**config.mk**
```make
export PLATFORM = sky130hd
export DESIGN_NAME = layer_result_collector
export DESIGN_NICKNAME = d
export VERILOG_FILES = /design/src/rtl/layer_pkg.sv /design/src/rtl/layer_result_slot.sv /design/src/rtl/layer_result_collector.sv
export SDC_FILE = /design/constraint.sdc
export NUM_CORES = 1
export LEC_CHECK = 0
export BUFFER_PORTS_ARGS = -buffer_cell sky130_fd_sc_hd__buf_2
export CAP_MARGIN = 20
export CORE_ASPECT_RATIO = 1.75
export CORE_MARGIN = 3
export CORE_UTILIZATION = 30
export DETAILED_ROUTE_END_ITERATION = 7
export PLACE_DENSITY = 0.52
export SLEW_MARGIN = 10
export SYNTH_ARGS = -nofsm -noshare
export SYNTH_HDL_FRONTEND = slang
export SYNTH_SLANG_ARGS = --single-unit
```
**constraint.sdc**
```tcl
create_clock -name clk -period 3 [get_ports clk]
set_input_delay 0.45 -clock clk [delete_from_list [all_inputs] [get_ports clk]]
set_output_delay 0.45 -clock clk [all_outputs]
set_load 0.1 [all_outputs]
```
**src/rtl/layer_pkg.sv**
```systemverilog
// ============================================================================
// Module   : layer_pkg
// Purpose  : Shared types and constants for the layer result collector.
// Revision : 1.0
// ============================================================================
`default_nettype none

package layer_pkg;

    localparam int DEFAULT_DATA_W = 32;

    localparam logic MODE_SUMMED = 1'b0;
    localparam logic MODE_ELLIOT = 1'b1;

    typedef enum logic [1:0] {
        IDLE = 2'd0,
        RUN  = 2'd1,
        DONE = 2'd2
    } state_t;

endpackage : layer_pkg

`default_nettype wire

```
**src/rtl/layer_result_slot.sv**
```systemverilog
// ============================================================================
// Module   : layer_result_slot
// Purpose  : One channel's result buffer: source select, hold register,
//            pending flag and (with LAYER_RESULT_OVERRUN_EN) overrun detect.
// Revision : 1.0
// ============================================================================
`default_nettype none

module layer_result_slot
    import layer_pkg::*;
#(
    parameter int DATA_W = DEFAULT_DATA_W
) (
    input  logic              clk,
    input  logic              rst,
    input  logic              clear,
    input  logic              capture_en,
    input  logic              mode_sel,
    input  logic [DATA_W-1:0] summed_data,
    input  logic              summed_done,
    input  logic [DATA_W-1:0] elliot_data,
    input  logic              elliot_done,
    input  logic              drain,
    output logic [DATA_W-1:0] hold,
    output logic              pending
`ifdef LAYER_RESULT_OVERRUN_EN
    ,
    output logic              overrun
`endif
);

    logic [DATA_W-1:0] hold_q;
    logic [DATA_W-1:0] hold_d;
    logic              pending_q;
    logic              pending_d;
    logic              sel_done;
    logic [DATA_W-1:0] sel_data;

    always_comb begin
        sel_done  = (mode_sel == MODE_ELLIOT) ? elliot_done : summed_done;
        sel_data  = (mode_sel == MODE_ELLIOT) ? elliot_data : summed_data;
        hold_d    = hold_q;
        pending_d = pending_q;
`ifdef LAYER_RESULT_OVERRUN_EN
        overrun   = 1'b0;
`endif
        if (clear) begin
            pending_d = 1'b0;
        end else if (capture_en) begin
            if (drain) begin
                pending_d = 1'b0;
            end
            if (sel_done) begin
                if (!pending_q) begin
                    hold_d    = sel_data;
                    pending_d = 1'b1;
                end else begin
                    // A strobe on an occupied slot (even one draining this cycle)
`ifdef LAYER_RESULT_OVERRUN_EN
                    overrun   = 1'b1;
`else
                    hold_d    = sel_data;
`endif
                end
            end
        end
    end

    always_ff @(posedge clk) begin
        if (rst) begin
            hold_q    <= '0;
            pending_q <= 1'b0;
        end else begin
            hold_q    <= hold_d;
            pending_q <= pending_d;
        end
    end

    assign hold    = hold_q;
    assign pending = pending_q;

endmodule : layer_result_slot

`default_nettype wire

```
**src/rtl/layer_result_collector.sv**
```systemverilog
// ============================================================================
// Module   : layer_result_collector
// Purpose  : Buffers one result per neuron channel and drains them in index
//            order. Optional overrun flag: LAYER_RESULT_OVERRUN_EN.
// Revision : 1.0
// ============================================================================
`default_nettype none

module layer_result_collector
    import layer_pkg::*;
#(
    parameter  int DATA_W = DEFAULT_DATA_W,
    parameter  int N_CH   = 4,
    localparam int CH_W   = $clog2(N_CH)
) (
    input  logic                   clk,
    input  logic                   rst,
    input  logic                   start,
    input  logic                   mode,
    input  logic [N_CH*DATA_W-1:0] summed_data,
    input  logic [N_CH-1:0]        summed_done,
    input  logic [N_CH*DATA_W-1:0] elliot_data,
    input  logic [N_CH-1:0]        elliot_done,
    output logic [DATA_W-1:0]      out_data,
    output logic [CH_W-1:0]        out_ch,
    output logic                   out_valid,
    input  logic                   out_ready,
    output logic                   busy,
    output logic                   layer_done,
    output logic                   err_overrun
);

    localparam logic [CH_W-1:0] LAST_CH = CH_W'(N_CH - 1);

    state_t            state_q;
    state_t            state_d;
    logic [CH_W-1:0]   ptr_q;
    logic [CH_W-1:0]   ptr_d;
    logic              mode_q;
    logic              mode_d;
    logic              clear_slots;
    logic              xfer;
    logic              capture_en;
    logic [N_CH-1:0]   pending;
    logic [DATA_W-1:0] hold [N_CH];
`ifdef LAYER_RESULT_OVERRUN_EN
    logic [N_CH-1:0]   overrun;
    logic              err_overrun_q;
    logic              err_overrun_d;
`endif

    assign capture_en = (state_q == RUN);
    assign out_valid  = capture_en && pending[ptr_q];
    assign out_data   = hold[ptr_q];
    assign out_ch     = ptr_q;
    assign xfer       = out_valid && out_ready;
    assign busy       = (state_q == RUN) || (state_q == DONE);
    assign layer_done = (state_q == DONE);

    generate
        for (genvar i = 0; i < N_CH; i++) begin : g_slot
            layer_result_slot #(
                .DATA_W (DATA_W)
            ) u_slot (
                .clk         (clk),
                .rst         (rst),
                .clear       (clear_slots),
                .capture_en  (capture_en),
                .mode_sel    (mode_q),
                .summed_data (summed_data[i*DATA_W +: DATA_W]),
                .summed_done (summed_done[i]),
                .elliot_data (elliot_data[i*DATA_W +: DATA_W]),
                .elliot_done (elliot_done[i]),
                .drain       (xfer && (ptr_q == CH_W'(i))),
                .hold        (hold[i]),
                .pending     (pending[i])
`ifdef LAYER_RESULT_OVERRUN_EN
                ,
                .overrun     (overrun[i])
`endif
            );
        end
    endgenerate

    always_comb begin
        state_d     = state_q;
        ptr_d       = ptr_q;
        mode_d      = mode_q;
        clear_slots = 1'b0;
`ifdef LAYER_RESULT_OVERRUN_EN
        err_overrun_d = err_overrun_q | (capture_en && (|overrun));
`endif
        case (state_q)
            IDLE: begin
                if (start) begin
                    mode_d      = mode;
                    ptr_d       = '0;
                    clear_slots = 1'b1;
                    state_d     = RUN;
`ifdef LAYER_RESULT_OVERRUN_EN
                    err_overrun_d = 1'b0;
`endif
                end
            end
            RUN: begin
                // ptr parks on the last channel rather than wrapping
                if (xfer) begin
                    if (ptr_q == LAST_CH) begin
                        state_d = DONE;
                    end else begin
                        ptr_d = ptr_q + CH_W'(1);
                    end
                end
            end
            DONE: begin
                state_d = IDLE;
            end
            default: begin
                state_d = IDLE;
            end
        endcase
    end

    always_ff @(posedge clk) begin
        if (rst) begin
            state_q <= IDLE;
            ptr_q   <= '0;
            mode_q  <= MODE_SUMMED;
        end else begin
            state_q <= state_d;
            ptr_q   <= ptr_d;
            mode_q  <= mode_d;
        end
    end

`ifdef LAYER_RESULT_OVERRUN_EN
    always_ff @(posedge clk) begin
        if (rst) begin
            err_overrun_q <= 1'b0;
        end else begin
            err_overrun_q <= err_overrun_d;
        end
    end

    assign err_overrun = err_overrun_q;
`else
    assign err_overrun = 1'b0;
`endif

endmodule : layer_result_collector

`default_nettype wire

```
==> metrics.md <==
| Metric | Value |
|---|---|
| Detailed Route WL | `22400 um` |
| Initial core utilization | `between 30% and 40%` |
| Drt pass-1 iters | `4` |
| Clk_lat worst skew | `0.42 ns` |
| Initial DRC Count | `204` |
| Max cap viols | `0` |
| Startpoint Class | `flip-flop` |
| Post-Syn Area per Cell | `about 11 um2` |
| Layout cells sized above 1 | `47.5%` |
| Reg2reg end | `g_slot[3].u_slot.hold[23]` |
| Post-Place Setup Slack | `0.857 ns` |
| Status | `finished, final reports clean` |
| Async S/R FF share, synth | `0%` |
| RSZ-0062 raised after global routing | `no` |
| Worst Slack Setup Final | `0.464 ns` |
| Largest family of logic cells by synthesized area | `multiplexers` |
| Wire length per cell | `17.6 um` |
| Register-to-Register Setup Slack | `1.09 ns` |
| Peak supply drop | `about 0.40 mV` |
| Routed Antenna Nets | `0` |
| DRC violations left | `0` |
| Synth Area in Simple Gates | `7.77%` |
| Post-synth EDFFs | `0` |
| CTS tree | `yes` |
| Mux share of post-synthesis cell area | `28.0%` |
| Worst Hold Endpoint | `mode_q` |
| Routability cong. | `0.762` |
| Type of the worst setup path | `flip-flop to primary output` |
| Setup TNS | `0 ns` |
| Vias after detailed routing | `6145` |
| Top-count cell post-synth | `dfxtp_1` |
| Largest area contributor in the netlist | `dfxtp_1` |
| Slew headroom | `a little under two thirds` |
| I/O pin count | `307` |
| Cts bufs inserted | `17` |
| Post-Synth XOR/XNOR Area | `0%` |
| Die Wd | `~130 um` |
| Root buffer cell | `clkbuf_16` |
| Critical Path RT | `2.55 ns` |
| R2R depth | `6` |
| Global-route wire length before repair | `approximately 34000 um` |
| Synth cell count leaders | `dfxtp_1 (137), mux2i_1 (133), nor2_1 (129)` |
| #FFs+latches synth | `137` |
| Number of global-route vias before repair | `roughly 6300` |
| Largest net degree at the start of global routing | `70` |
| Die Y | `215 um` |
| Post-synth design cell area | `7460 um2` |
| Number of setup buffers added after CTS | `0` |
| Post-cts hold buffer count | `0` |
| FILL cells | `between 2000 and 2500` |
| Area growth syn-to-layout | `30.4%` |
| Final setup viols | `0` |
| Hold path cells | `3` |
| Worst r2r src | `state_q[1]` |
| Post-CTS Resized | `0` |
| Initial antenna violation count | `0` |
| WP data arrival | `2.09 ns` |
| Pleak | `between 0.003 and 0.004 uW` |
| Worst-Margin Slew | `0.547 ns` |
| Unique cell type count in the Yosys netlist | `34` |
| Synth Area in Compound Gates | `between 10% and 20%` |
| GRT Total Usage | `16.3%` |
| Vias per std cell | `4.83` |
| Fin crit share | `a little over four fifths` |
| HP Start | `mode` |
| Max Fclk | `394 MHz` |
| PwrDens | `851 nW/um2` |
| Antenna diode count | `0` |
| Area of placed instances | `9110 um2` |
| Clk slew on worst S/H paths | `0.06 ns` |
| Port Buffers | `305` |
| Syn nets | `between 900 and 1000` |
| Top post-synthesis cells by area | `dfxtp_1 (37%), mux2i_1 (18%), a211oi_2 (11%), mux4_2 (9.7%), nor2_1 (6.5%)` |
| H-tree levels | `4` |
| Maximum clock insertion buffer count | `2` |
| Core Footprint | `24200 um2` |
| Mapped Cells | `683` |
| Final critical-path required period | `2.54 ns` |
| Max Transition Viols Final | `0` |
| Clk sink count | `137` |
| Hold Vio Cnt, Final | `0` |
| DP HPWL | `around 17000 um` |
| DIE AREA | `26900 um2` |
| Seq/Total Area, Yosys | `between 30% and 40%` |
| Final nets | `1230` |
| Final instance area | `9720 um2` |
| Adder-Cell Fraction of Synth Area | `1.34%` |
| CP endpoint kind | `primary output` |
| Hold Path Class | `primary input to flip-flop` |
| Cell Rows | `75` |
| Synth top area share | `36.8%` |
| Ys Warns | `0` |
| Worst Path Max Fanout | `16` |
| Layout Skew | `0.00667 ns` |
| Grt total ovfl | `0` |
| Most common flop cell mapped by yosys | `dfxtp_1` |
==> metrics by stage <==
stage,instances,hold slack [ns],power [uW],utilization (%)
after floorplan,683,0.425,5530,-
after global placement,1242,0.450,6140,37.6
after detailed placement,1242,0.451,6190,37.6
after CTS,1272,0.280,8410,40.1
after global routing,1272,0.294,8760,40.1
final,1272,0.303,8280,40.1
==> power by group <==
group / internal (uW) / switching, uW
sequential: 2330 / 284
combinational: 1190 / 2300
clock: 1410 / 770
total: 4920 / 3360
==> worst max path at each step <==
stage	end	from	slack, ns	cells after the start
floorplan	out_data[13]	out_ch[0]	0.14	3
global placement	out_data[2]	out_ch[1]	0.87	3
detailed placement	out_data[3]	out_ch[1]	0.86	3
CTS	out_data[3]	out_ch[1]	0.39	3
global route	out_data[5]	out_ch[1]	0.34	3
finish	out_data[5]	out_ch[1]	0.46	3
==> cells in the final DEF (no fill, tap or decap), types with 2 or more instances in the layout <==
master / n
a31oi_1: 4
nand2_1: 2
ha_1: 8
bufinv_16: 3
buf_2: 304
buf_12: 5
a21oi_1: 2
nor2b_4: 4
nand4_1: 3
inv_1: 7
nor2_1: 129
nand3_1: 3
dfxtp_2: 2
clkbuf_16: 17
buf_4: 9
dfxtp_1: 134
mux2_2: 2
a211oi_1: 61
a32oi_1: 2
mux4_2: 32
clkinv_2: 2
o21ai_0: 5
clkbuf_8: 5
a211oi_2: 68
mux2i_1: 133
==> flip-flops by register name, indices dropped and copies added (netlist names) <==
signal and count:
out_ch 2, state_q 2, g_slot.u_slot.hold 128, g_slot.u_slot.pending 4, mode_q 1
==> worst max-delay path, stage by stage (launching register included) <==
cell and delay, ns:
dfxtp_2 0.60, buf_4 0.37, mux4_2 0.24, buf_2 0.43
==> cells by family after synthesis <==
kind of cell             Yosys count
buffers and inverters             75
flip-flops                       137
multiplexers                     168
AND/OR/NAND/NOR                  145
AO/OA/AOI/OAI                    149
other                              1
adder cells (fa/ha/maj)            8
==> metal layers <==
metal	part of all wire (%)	wire length [um]	track usage, %
met4	2.1	473	5.93
met2	57	12800	32.1
met3	4.5	1010	3.29
met5	0	0	0
met1	36	8120	16.7
==> cell type report <==
type                       count  area [um2]  share of cell area (%)
inverter                       7        26.3                   0.270
tap                          308         385                    3.96
multi-input combinational    471        4250                    43.7
timing repair buffer         319        1700                    17.5
sequential                   137        2750                    28.3
clock inverter                 7         114                    1.17
clock buffer                  23         498                    5.12
(Power assumes the default switching activity.)
